<file path="config.mk">
export PLATFORM = sky130hd
export DESIGN_NAME = reqrsp_rsp_sink_flat
export DESIGN_NICKNAME = d
export VERILOG_FILES = /design/src/rtl/reqrsp_rsp_sink_if.sv /design/src/rtl/reqrsp_rsp_sink.sv /design/src/flat_wrapper.sv
export SDC_FILE = /design/constraint.sdc
export NUM_CORES = 1
export LEC_CHECK = 0
export CORE_ASPECT_RATIO = 1.75
export CORE_UTILIZATION = 52
export CTS_BUF_LIST = sky130_fd_sc_hd__clkbuf_16
export DETAILED_ROUTE_END_ITERATION = 10
export PLACE_DENSITY = 0.81
export SETUP_SLACK_MARGIN = 0.5
export SKIP_CTS_REPAIR_TIMING = 1
export SYNTH_ARGS = -nofsm -noshare
export SYNTH_HDL_FRONTEND = slang
export SYNTH_SLANG_ARGS = --single-unit
export TNS_END_PERCENT = 100
</file>
<file path="constraint.sdc">
create_clock -name clock -period 6.6 [get_ports clock]
set_input_delay 0.66 -clock clock [delete_from_list [all_inputs] [get_ports clock]]
set_output_delay 0.66 -clock clock [all_outputs]
set_load 0.03 [all_outputs]
</file>
<file path="src/rtl/reqrsp_rsp_sink_if.sv">
// reqrsp_rsp_sink_if: valid/ready/data response channel between an upstream
// producer (master) and the response sink (slave).
interface reqrsp_rsp_sink_if #(
  parameter int unsigned WIDTH = 32
);
  logic             rsp_valid;
  logic             rsp_ready;
  logic [WIDTH-1:0] rsp_data;

  modport master (
    output rsp_valid,
    output rsp_data,
    input  rsp_ready
  );

  modport slave (
    input  rsp_valid,
    input  rsp_data,
    output rsp_ready
  );
endinterface

</file>
<file path="src/rtl/reqrsp_rsp_sink.sv">
// reqrsp_rsp_sink: checks a response stream against base + i*step and reports
// beat/error counts and pass/fail/timeout. Optional REQRSP_RSP_SINK_THROTTLE_EN adds LFSR backpressure.
module reqrsp_rsp_sink #(
  parameter int unsigned WIDTH     = 32,
  parameter int unsigned TIMEOUT   = 1024,
  parameter logic [15:0] LFSR_SEED = 16'hACE1
) (
  input  logic              clock,
  input  logic              reset,
  input  logic              start,
  input  logic [WIDTH-1:0]  exp_base,
  input  logic [WIDTH-1:0]  exp_step,
  input  logic [15:0]       num_beats,
  reqrsp_rsp_sink_if.slave  rsp,
  output logic              busy,
  output logic              done,
  output logic              pass,
  output logic              timeout,
  output logic [15:0]       beat_count,
  output logic [15:0]       err_count,
  output logic [15:0]       first_err_idx,
  output logic [WIDTH-1:0]  first_err_data
);

  localparam int unsigned IDLE_W = (TIMEOUT > 2) ? $clog2(TIMEOUT) : 1;
  localparam logic [IDLE_W-1:0] IDLE_MAX = IDLE_W'(TIMEOUT - 1);

  // Reject configurations that would make the idle counter or LFSR degenerate.
  if (TIMEOUT < 2) begin : g_bad_timeout
    $error("reqrsp_rsp_sink: TIMEOUT must be at least 2");
  end
  if (LFSR_SEED == 16'h0000) begin : g_bad_seed
    $error("reqrsp_rsp_sink: LFSR_SEED must be nonzero");
  end

  typedef enum logic [1:0] {
    S_IDLE,
    S_RUN,
    S_DONE
  } state_t;

  state_t            state;
  logic [WIDTH-1:0]  exp_val;
  logic [WIDTH-1:0]  step_val;
  logic [15:0]       total_beats;
  logic [IDLE_W-1:0] idle_cnt;
  logic              handshake;
  logic              mismatch;

  assign handshake = rsp.rsp_valid && rsp.rsp_ready;
  assign mismatch  = (rsp.rsp_data != exp_val);

  assign busy = (state == S_RUN);
  assign done = (state == S_DONE);
  assign pass = done && (err_count == 16'h0000) && !timeout;

  // Run control and scoreboard: a start outside RUN snapshots the expected
  // sequence and clears all results; each accepted beat is compared and the
  // expected value advances by the latched step.
  always_ff @(posedge clock or posedge reset) begin
    if (reset) begin
      state          <= S_IDLE;
      exp_val        <= '0;
      step_val       <= '0;
      total_beats    <= '0;
      idle_cnt       <= '0;
      timeout        <= 1'b0;
      beat_count     <= '0;
      err_count      <= '0;
      first_err_idx  <= '0;
      first_err_data <= '0;
    end else begin
      case (state)
        S_IDLE, S_DONE: begin
          if (start) begin
            exp_val        <= exp_base;
            step_val       <= exp_step;
            total_beats    <= num_beats;
            idle_cnt       <= '0;
            timeout        <= 1'b0;
            beat_count     <= '0;
            err_count      <= '0;
            first_err_idx  <= '0;
            first_err_data <= '0;
            state          <= (num_beats == 16'h0000) ? S_DONE : S_RUN;
          end
        end
        S_RUN: begin
          if (handshake) begin
            if (mismatch) begin
              if (err_count != 16'hFFFF) begin
                err_count <= err_count + 16'd1;
              end
              if (err_count == 16'h0000) begin
                first_err_idx  <= beat_count;
                first_err_data <= rsp.rsp_data;
              end
            end
            exp_val    <= exp_val + step_val;
            beat_count <= beat_count + 16'd1;
            idle_cnt   <= '0;
            if (beat_count == total_beats - 16'd1) begin
              state <= S_DONE;
            end
          end else if (idle_cnt == IDLE_MAX) begin
            // Upstream went silent for TIMEOUT consecutive cycles.
            timeout <= 1'b1;
            state   <= S_DONE;
          end else begin
            idle_cnt <= idle_cnt + 1'b1;
          end
        end
        default: state <= S_IDLE;
      endcase
    end
  end

`ifdef REQRSP_RSP_SINK_THROTTLE_EN
  logic [15:0] lfsr;
  logic        lfsr_fb;

  // Fibonacci LFSR x^16+x^14+x^13+x^11+1, shifting right; bit 0 gates ready.
  assign lfsr_fb = lfsr[0] ^ lfsr[2] ^ lfsr[3] ^ lfsr[5];

  always_ff @(posedge clock or posedge reset) begin
    if (reset) begin
      lfsr <= LFSR_SEED;
    end else if (state != S_RUN) begin
      if (start) begin
        lfsr <= LFSR_SEED;
      end
    end else begin
      lfsr <= {lfsr_fb, lfsr[15:1]};
    end
  end

  assign rsp.rsp_ready = (state == S_RUN) && lfsr[0];
`else
  assign rsp.rsp_ready = (state == S_RUN);
`endif

endmodule

</file>
<file path="src/flat_wrapper.sv">
// flat-port wrapper written by rule: the top's interface ports become plain ports
module reqrsp_rsp_sink_flat 
#(
  parameter int unsigned WIDTH     = 32,
  parameter int unsigned TIMEOUT   = 1024,
  parameter logic [15:0] LFSR_SEED = 16'hACE1
)
  (clock, reset, start, exp_base, exp_step, num_beats, busy, done, pass, timeout, beat_count, err_count, first_err_idx, first_err_data, rsp_rsp_valid, rsp_rsp_data, rsp_rsp_ready);
  reqrsp_rsp_sink_if #(.WIDTH(WIDTH)) rsp_i ();
  input  logic clock;
  input  logic reset;
  input  logic start;
  input  logic [WIDTH-1:0] exp_base;
  input  logic [WIDTH-1:0] exp_step;
  input  logic [15:0] num_beats;
  output logic busy;
  output logic done;
  output logic pass;
  output logic timeout;
  output logic [15:0] beat_count;
  output logic [15:0] err_count;
  output logic [15:0] first_err_idx;
  output logic [WIDTH-1:0] first_err_data;
  input wire logic [$bits(rsp_i.rsp_valid)-1:0] rsp_rsp_valid;
  input wire logic [$bits(rsp_i.rsp_data)-1:0] rsp_rsp_data;
  output wire logic [$bits(rsp_i.rsp_ready)-1:0] rsp_rsp_ready;
  assign rsp_i.rsp_valid = rsp_rsp_valid;
  assign rsp_i.rsp_data = rsp_rsp_data;
  assign rsp_rsp_ready = rsp_i.rsp_ready;
  reqrsp_rsp_sink #(.WIDTH(WIDTH), .TIMEOUT(TIMEOUT), .LFSR_SEED(LFSR_SEED)) u_core (.clock(clock), .reset(reset), .start(start), .exp_base(exp_base), .exp_step(exp_step), .num_beats(num_beats), .rsp(rsp_i), .busy(busy), .done(done), .pass(pass), .timeout(timeout), .beat_count(beat_count), .err_count(err_count), .first_err_idx(first_err_idx), .first_err_data(first_err_data));
endmodule
</file>
==> summary.txt, run 1 <==
CTS Buf Count: 17
Core footprint: 18580 um2
CP Launch Type: register
Predominant post-synthesis flop cell: dfrtp_1
Syn avg cell area: 8.572 um2
CTS tree: done
Setup TNS: 0 ps
DR WL/cell: 18.40 um
Synth top area share: 44.03%
DIE HEIGHT: 183.9 um
Initial Util: 52.92%
# port buffers: 200
EDFF count, synth: 0
Die area: 19480 um2
Vias: 8939
Clk_skew: 10.80 ps
Crit end category: output pin
Req. time, crit path: 5940 ps
Initial DRT Pass Iterations: 7
Critical path data arrival time: 3280 ps
Hold Path Cell Cnt: 2
Synth Area in XOR/XNOR: 9.621%
Cell Pwr Density: 480.6 nW/um2
Post-Synth Simple-Gate Area: 22.13%
Clock Sink Count: 173
Site row count: 66
# diodes: 0
Status: finished, final reports clean
Met2 routed WL: 15420 um
Top cell type by total area after synthesis: dfrtp_1
Final Hold Fails: 0
GRT Total Usage: 30.78%
Worst slew pin tran: 970.6 ps
RSZ-0062 raised after global routing: false
Die width: 105.9 um
Total grt overflow: 0
Placed cell count: 1535
Tmin final: 3936 ps
Yosys warnings: 0
Fin nets: 1469
Max Root-Sink Buffers: 2
Post-synthesis sequential area ratio: 44.03%
Post-route insts no fill: 1567
Clock-pin slew on the worst setup and hold paths: 70 ps
Clk pwr share: 15.9%
Detail Placement HPWL: 21630 um
R2R depth: 10
Sw power: 2.810 mW
Initial antenna violation count: 0
Crit path kind: register to output pin
Area delta synth->final: 27.54%
Synth Net Count: 1300
ANT nets after route: 0
Drt initial violations: 495
Synth Area in Adders: 4.785%
Crit path max fanout: 43
Max_cap viols: 0
Final period util: 59.64%
Cells after Synth: 1147
Main area contributors after synthesis: dfrtp_1 44%, nand2_1 7.8%, xnor2_1 6.1%
Final Slew Violations: 0
Pin count of the biggest net entering global routing: 110
Worst-Skew Late Latency: 440 ps
CTS H-tree lvls: 4
Max_slew headroom: 35.29%
CTS root buf: clkbuf_16
Setup violators final: 0
Vias in the first global route: 8925
Mux contribution to synthesized area: 0.4200%
Yosys cell types: 66
Net Sw Frac: 46.62%
Internal power: 3.217 mW
Routed wl met3: 1108 um
Post-synth ARST share: 100.0%
Worst vdd rail ir drop: 0.0003020 V
Share of layout cells above drive strength 1: 4.515%
Syn Std Cell Area: 9832 um2
Compound-Gate Fraction of Synth Area: 14.10%
First-pass GRT wire length: 45710 um
Final hold slack: 487.9 ps
Yosys reg bits: 173
DRT Wirelength: 28830 um
Leakage power: 5.433 nW
Combinational Power Share: 54.0%
Wire length on met1: 10020 um
Sequential power share: 30.1%
Placer's final routability congestion estimate: 0.9780
Largest family of logic cells by synthesized area: simple AND/OR/NAND/NOR gates
I/O pins: 201
Max Used Layer: met4
DRC viols: 0
Number of vias per cell: 5.705
Fmax: 254.0 MHz
HP Class: register to register
-- metal layers --
metal / up-vias / track usage, %
li1: 4264 / -
met1: 4245 / 32.07
met2: 321 / 56.00
met3: 109 / 3.864
met4: 0 / 22.78
met5: - / 0
-- through the flow --
stage	cell area, um2	utilization [%]	power [mW]	worst slack [ps]
floorplan	9832	-	4.106	1252
global placement	11980	64.49	4.935	3066
detailed placement	11980	64.49	5.032	2841
CTS	12540	67.49	6.009	2713
global route	12540	67.49	6.446	2348
finish	12540	67.49	6.027	2664
-- worst paths after layout --
path                                                start                               endpoint  slack, ps
setup / recovery              u_core.state[0]$_DFFE_PP0P_                          rsp_rsp_ready       2660
hold / removal             u_core.step_val[7]$_DFFE_PP0P_         u_core.step_val[7]$_DFFE_PP0P_        490
setup reg to reg              u_core.state[0]$_DFFE_PP0P_  u_core.first_err_data[18]$_DFFE_PP0P_       2760
hold reg to reg            u_core.step_val[7]$_DFFE_PP0P_         u_core.step_val[7]$_DFFE_PP0P_        490
max in group asynchronous                           reset  u_core.first_err_data[29]$_DFFE_PP0P_       4320
min in group asynchronous                           reset        u_core.err_count[8]$_DFFE_PP0P_        860
-- registers in the layout (all words and copies together) (netlist names) --
| name | count |
|---|---|
| u_core.beat_count | 16 |
| u_core.timeout | 1 |
| u_core.first_err_idx | 16 |
| u_core.step_val | 32 |
| u_core.exp_val | 32 |
| u_core.err_count | 16 |
| u_core.idle_cnt | 10 |
| u_core.first_err_data | 32 |
| u_core.total_beats | 16 |
| u_core.state | 2 |
-- power groups by stage --
| stage | Combinational, mW | Sequential, mW | Clock (mW) |
|---|---|---|---|
| detailed placement | 3.21 | 1.83 | 0 |
| floorplan | 2.24 | 1.86 | 0 |
| finish | 3.25 | 1.81 | 0.957 |
| global route | 3.59 | 1.84 | 1.01 |
| global placement | 3.12 | 1.82 | 0 |
| CTS | 3.23 | 1.81 | 0.968 |
-- area by class of cell --
cell class              instances  area, um2
flip-flops and latches        173       4329
inverters                      66      252.7
clock inverters                15      131.4
multi-input cells             850       5041
well taps                     238      297.8
repair buffers                208       2062
clock buffers                  17      425.4
fillers                      1559       6041
-- critical path, cell delays in order (launching register included) --
cell	delay, ps
dfrtp_1	510
nand2b_1	100
buf_4	280
inv_2	640
buf_4	500
clkdlybuf4s50_1	760
-- logic make-up after synthesis --
logic type	count (synthesis)
flops	173
xor+xnor	108
fa+ha+maj	37
simple gates	474
buf+inv	124
mux	4
compound gates	227
-- cells in the final DEF, fill, tap and decap left out, types with 4 or more instances in the layout --
cell type,netlist,final
clkbuf_16,0,17
xnor2_1,69,69
nand2_1,203,203
a31oi_1,19,19
o21ai_1,9,9
nor4_1,8,8
nand3_1,81,81
nor2_1,85,83
nor3_1,17,17
nor2b_1,5,5
a211oi_1,11,11
buf_4,2,8
ha_1,36,36
a21o_1,14,14
and3_1,11,11
inv_8,0,5
o21a_1,4,4
o21ai_0,83,83
clkinvlp_4,0,4
inv_1,63,62
nand4_1,25,25
dfrtp_1,173,173
clkdlybuf4s50_1,0,200
and2_1,8,8
or3_1,10,10
a21oi_1,51,51
xor2_1,39,39
nand2b_1,6,6
o211ai_1,4,4
-- cell usage after synthesis (3+ instances only) --
cell / instances
a211oi_1: 11
a21o_1: 14
a21oi_1: 51
a31oi_1: 19
and2_1: 8
and3_1: 11
buf_1: 7
buf_2: 8
clkbuf_1: 41
dfrtp_1: 173
ha_1: 36
inv_1: 63
inv_2: 3
mux2i_1: 3
nand2_1: 203
nand2b_1: 6
nand3_1: 81
nand4_1: 25
nor2_1: 85
nor2b_1: 5
nor3_1: 17
nor4_1: 8
o211ai_1: 4
o21a_1: 4
o21ai_0: 83
o21ai_1: 9
o32ai_1: 3
or3_1: 10
xnor2_1: 69
xor2_1: 39
(Power assumes the default switching activity.)
==> inputs of run 2 (changes only) <==
==> constraint.sdc (replaced) <==
create_clock -name clock -period 3.7 [get_ports clock]
set_input_delay 0.37 -clock clock [delete_from_list [all_inputs] [get_ports clock]]
set_output_delay 0.37 -clock clock [all_outputs]
set_load 0.03 [all_outputs]
==> summary.txt, run 2 (synthesis gave the netlist of run 1 again) <==
Initial Util: 52.92% (unchanged)
Number of fill cells in the layout: 1534 (-1.6%)
Max_cap viols: 0 (unchanged)
RSZ-0062 raised after global routing: true
Area occupied by multi-input gates: 5055 um2 (+0.27%)
Crit path kind: register to register
Max_slew headroom: 43.22% (+7.9 points)
Clk pwr share: 16.4% (+0.5 points)
Commonest non-fill, non-tap cell in the layout: nand2_1
Setup violators final: 0 (unchanged)
Core footprint: 18580 um2 (unchanged)
Total grt overflow: 0 (unchanged)
Fmax: 325.3 MHz
Critical path data arrival time: 3390 ps (+110 ps)
Crit path max fanout: 4 (-91%)
Drt initial violations: 422 (-15%)
# port buffers: 200 (unchanged)
Net Sw Frac: 46.46% (-0.15 points)
Clk_skew: 12.40 ps (+1.598 ps)
Crit end category: register
Die area: 19480 um2 (unchanged)
Layout Utilization: 67.92% (+0.43 points)
GRT Total Usage: 31.14% (+0.36 points)
Final hold slack: 386.6 ps (-101.3 ps)
Placed Instance Area: 12020 um2 (+0.30%)
Clock Sink Count: 173 (unchanged)
Worst vdd rail ir drop: 0.0004331 V (+43%)
I/O pins: 201 (unchanged)
Pin count of the biggest net entering global routing: 89 (-19%)
Internal power: 5.827 mW (+81%)
Sequential power share: 30.1% (about the same)
# diodes: 0 (unchanged)
Fin nets: 1474 (+0.34%)
Share of layout cells above drive strength 1: 5.322% (+0.81 points)
Setup TNS: 0 ps (unchanged)
Final Hold Fails: 0 (unchanged)
CP Launch Type: register
Initial DRT Pass Iterations: 5 (-2)
Leakage power: 5.473 nW (+0.73%)
Vias: 8963 (+0.27%)
Status: finished, final reports clean
Final period util: 83.07%
Max Root-Sink Buffers: 2 (unchanged)
Tmin final: 3074 ps
Initial antenna violation count: 0 (unchanged)
Site row count: 66 (unchanged)
Detail Placement HPWL: 21880 um (+1.2%)
CTS root buf: clkbuf_16
HP Class: input port to async pin
Sw power: 5.057 mW (+80%)
Largest regs: u_core.exp_val (32), u_core.first_err_data (32), u_core.step_val (32)
CTS tree: done
Worst slew pin tran: 851.7 ps (-118.9 ps)
ANT nets after route: 0 (unchanged)
DRT Wirelength: 29120 um (+1.0%)
CTS Buf Count: 17 (unchanged)
Combinational Power Share: 53.5% (-0.5 points)
CTS H-tree lvls: 4 (unchanged)
Worst-Skew Late Latency: 440 ps (about the same)
Vias in the first global route: 8904 (-0.24%)
Area delta synth->final: 28.35%
DRC viols: 0 (unchanged)
DIE HEIGHT: 183.9 um (unchanged)
Number of vias per cell: 5.702 (about the same)
Fin area: 12620 um2 (+0.64%)
Pwr Total: 10.88 mW (+81%)
DR WL/cell: 18.52 um (+0.68%)
Register cell area after layout: 4330 um2 (about the same)
Commonest cells after routing, fill and taps aside: 203 x nand2_1, 198 x clkdlybuf4s50_1, 172 x dfrtp_1
Final Slew Violations: 0 (unchanged)
Req. time, crit path: 4010 ps (-1930 ps)
First-pass GRT wire length: 46170 um (+1.0%)
Cell Pwr Density: 862.5 nW/um2 (+79%)
Die width: 105.9 um (unchanged)
Clock-pin slew on the worst setup and hold paths: 70 ps (about the same)
Placer's final routability congestion estimate: 0.9507 (-2.8%)
## run 2: cell types whose count changed in the layout (fill, tap and decap cells not counted), moves of 2 or more
| cell | previous run | this run |
|---|---|---|
| buf_4 | 8 | 14 |
| clkdlybuf4s50_1 | 200 | 198 |
| inv_6 | 3 | 5 |
| inv_8 | 5 | 3 |
## run 2: worst max-delay path: stages (launching register included)
cell       delay (ps)
dfrtp_2           450
ha_1              240
inv_1              80
fa_1              380
nor2b_1           200
o2111ai_1         220
a21oi_2           240
o211ai_1          180
a31oi_2           310
a31oi_1           170
o2111ai_1         220
o31a_1            180
nand3_1            80
## run 2: worst paths after layout
kind	startpoint	end	slack [ps]	depth (start not counted)
max in group asynchronous	reset	u_core.exp_val[0]$_DFFE_PP0P_	2420	3
min reg2reg	u_core.step_val[11]$_DFFE_PP0P_	u_core.step_val[11]$_DFFE_PP0P_	490	2
max	u_core.exp_val[0]$_DFFE_PP0P_	u_core.exp_val[26]$_DFFE_PP0P_	630	12
max reg2reg	u_core.exp_val[0]$_DFFE_PP0P_	u_core.exp_val[26]$_DFFE_PP0P_	630	12
min in group clock	exp_step[19]	u_core.step_val[19]$_DFFE_PP0P_	460	3
min	reset	u_core.first_err_data[0]$_DFFE_PP0P_	390	2
## run 2: cell type report
cell class	instances	area share [%]
Multi-Input combinational cell	850	40.06
Inverter	66	1.993
Tap cell	238	2.360
Clock inverter	15	1.210
Timing Repair Buffer	213	16.70
Sequential cell	173	34.31
Clock buffer	17	3.371
## run 2: per-stage QoR
stage          worst slack (ps)  std cells
6_report                  626.3       1572
4_1_cts                   440.1       1571
3_3_place_gp              513.6       1539
5_1_grt                   371.4       1572
2_1_floorplan              1088       1147
3_5_place_dp              458.3       1539
## run 2: per-layer routing
layer / vias to the layer above / GRT usage, % / part of all wire, %
met3: 109 / 4.112 / 3.6
met4: 0 / 24.61 / 8.3
met2: 313 / 56.10 / 53
li1: 4278 / - / -
met5: - / 0 / 0
met1: 4263 / 32.14 / 35
## run 2: power groups by stage
stage / clock [mW] / combinational (mW) / sequential [mW]
after floorplan: 0 / 4.00 / 3.32
after global placement: 0 / 5.60 / 3.27
after detailed placement: 0 / 5.74 / 3.29
after CTS: 1.80 / 5.79 / 3.26
after global routing: 1.88 / 6.46 / 3.32
final: 1.78 / 5.82 / 3.28
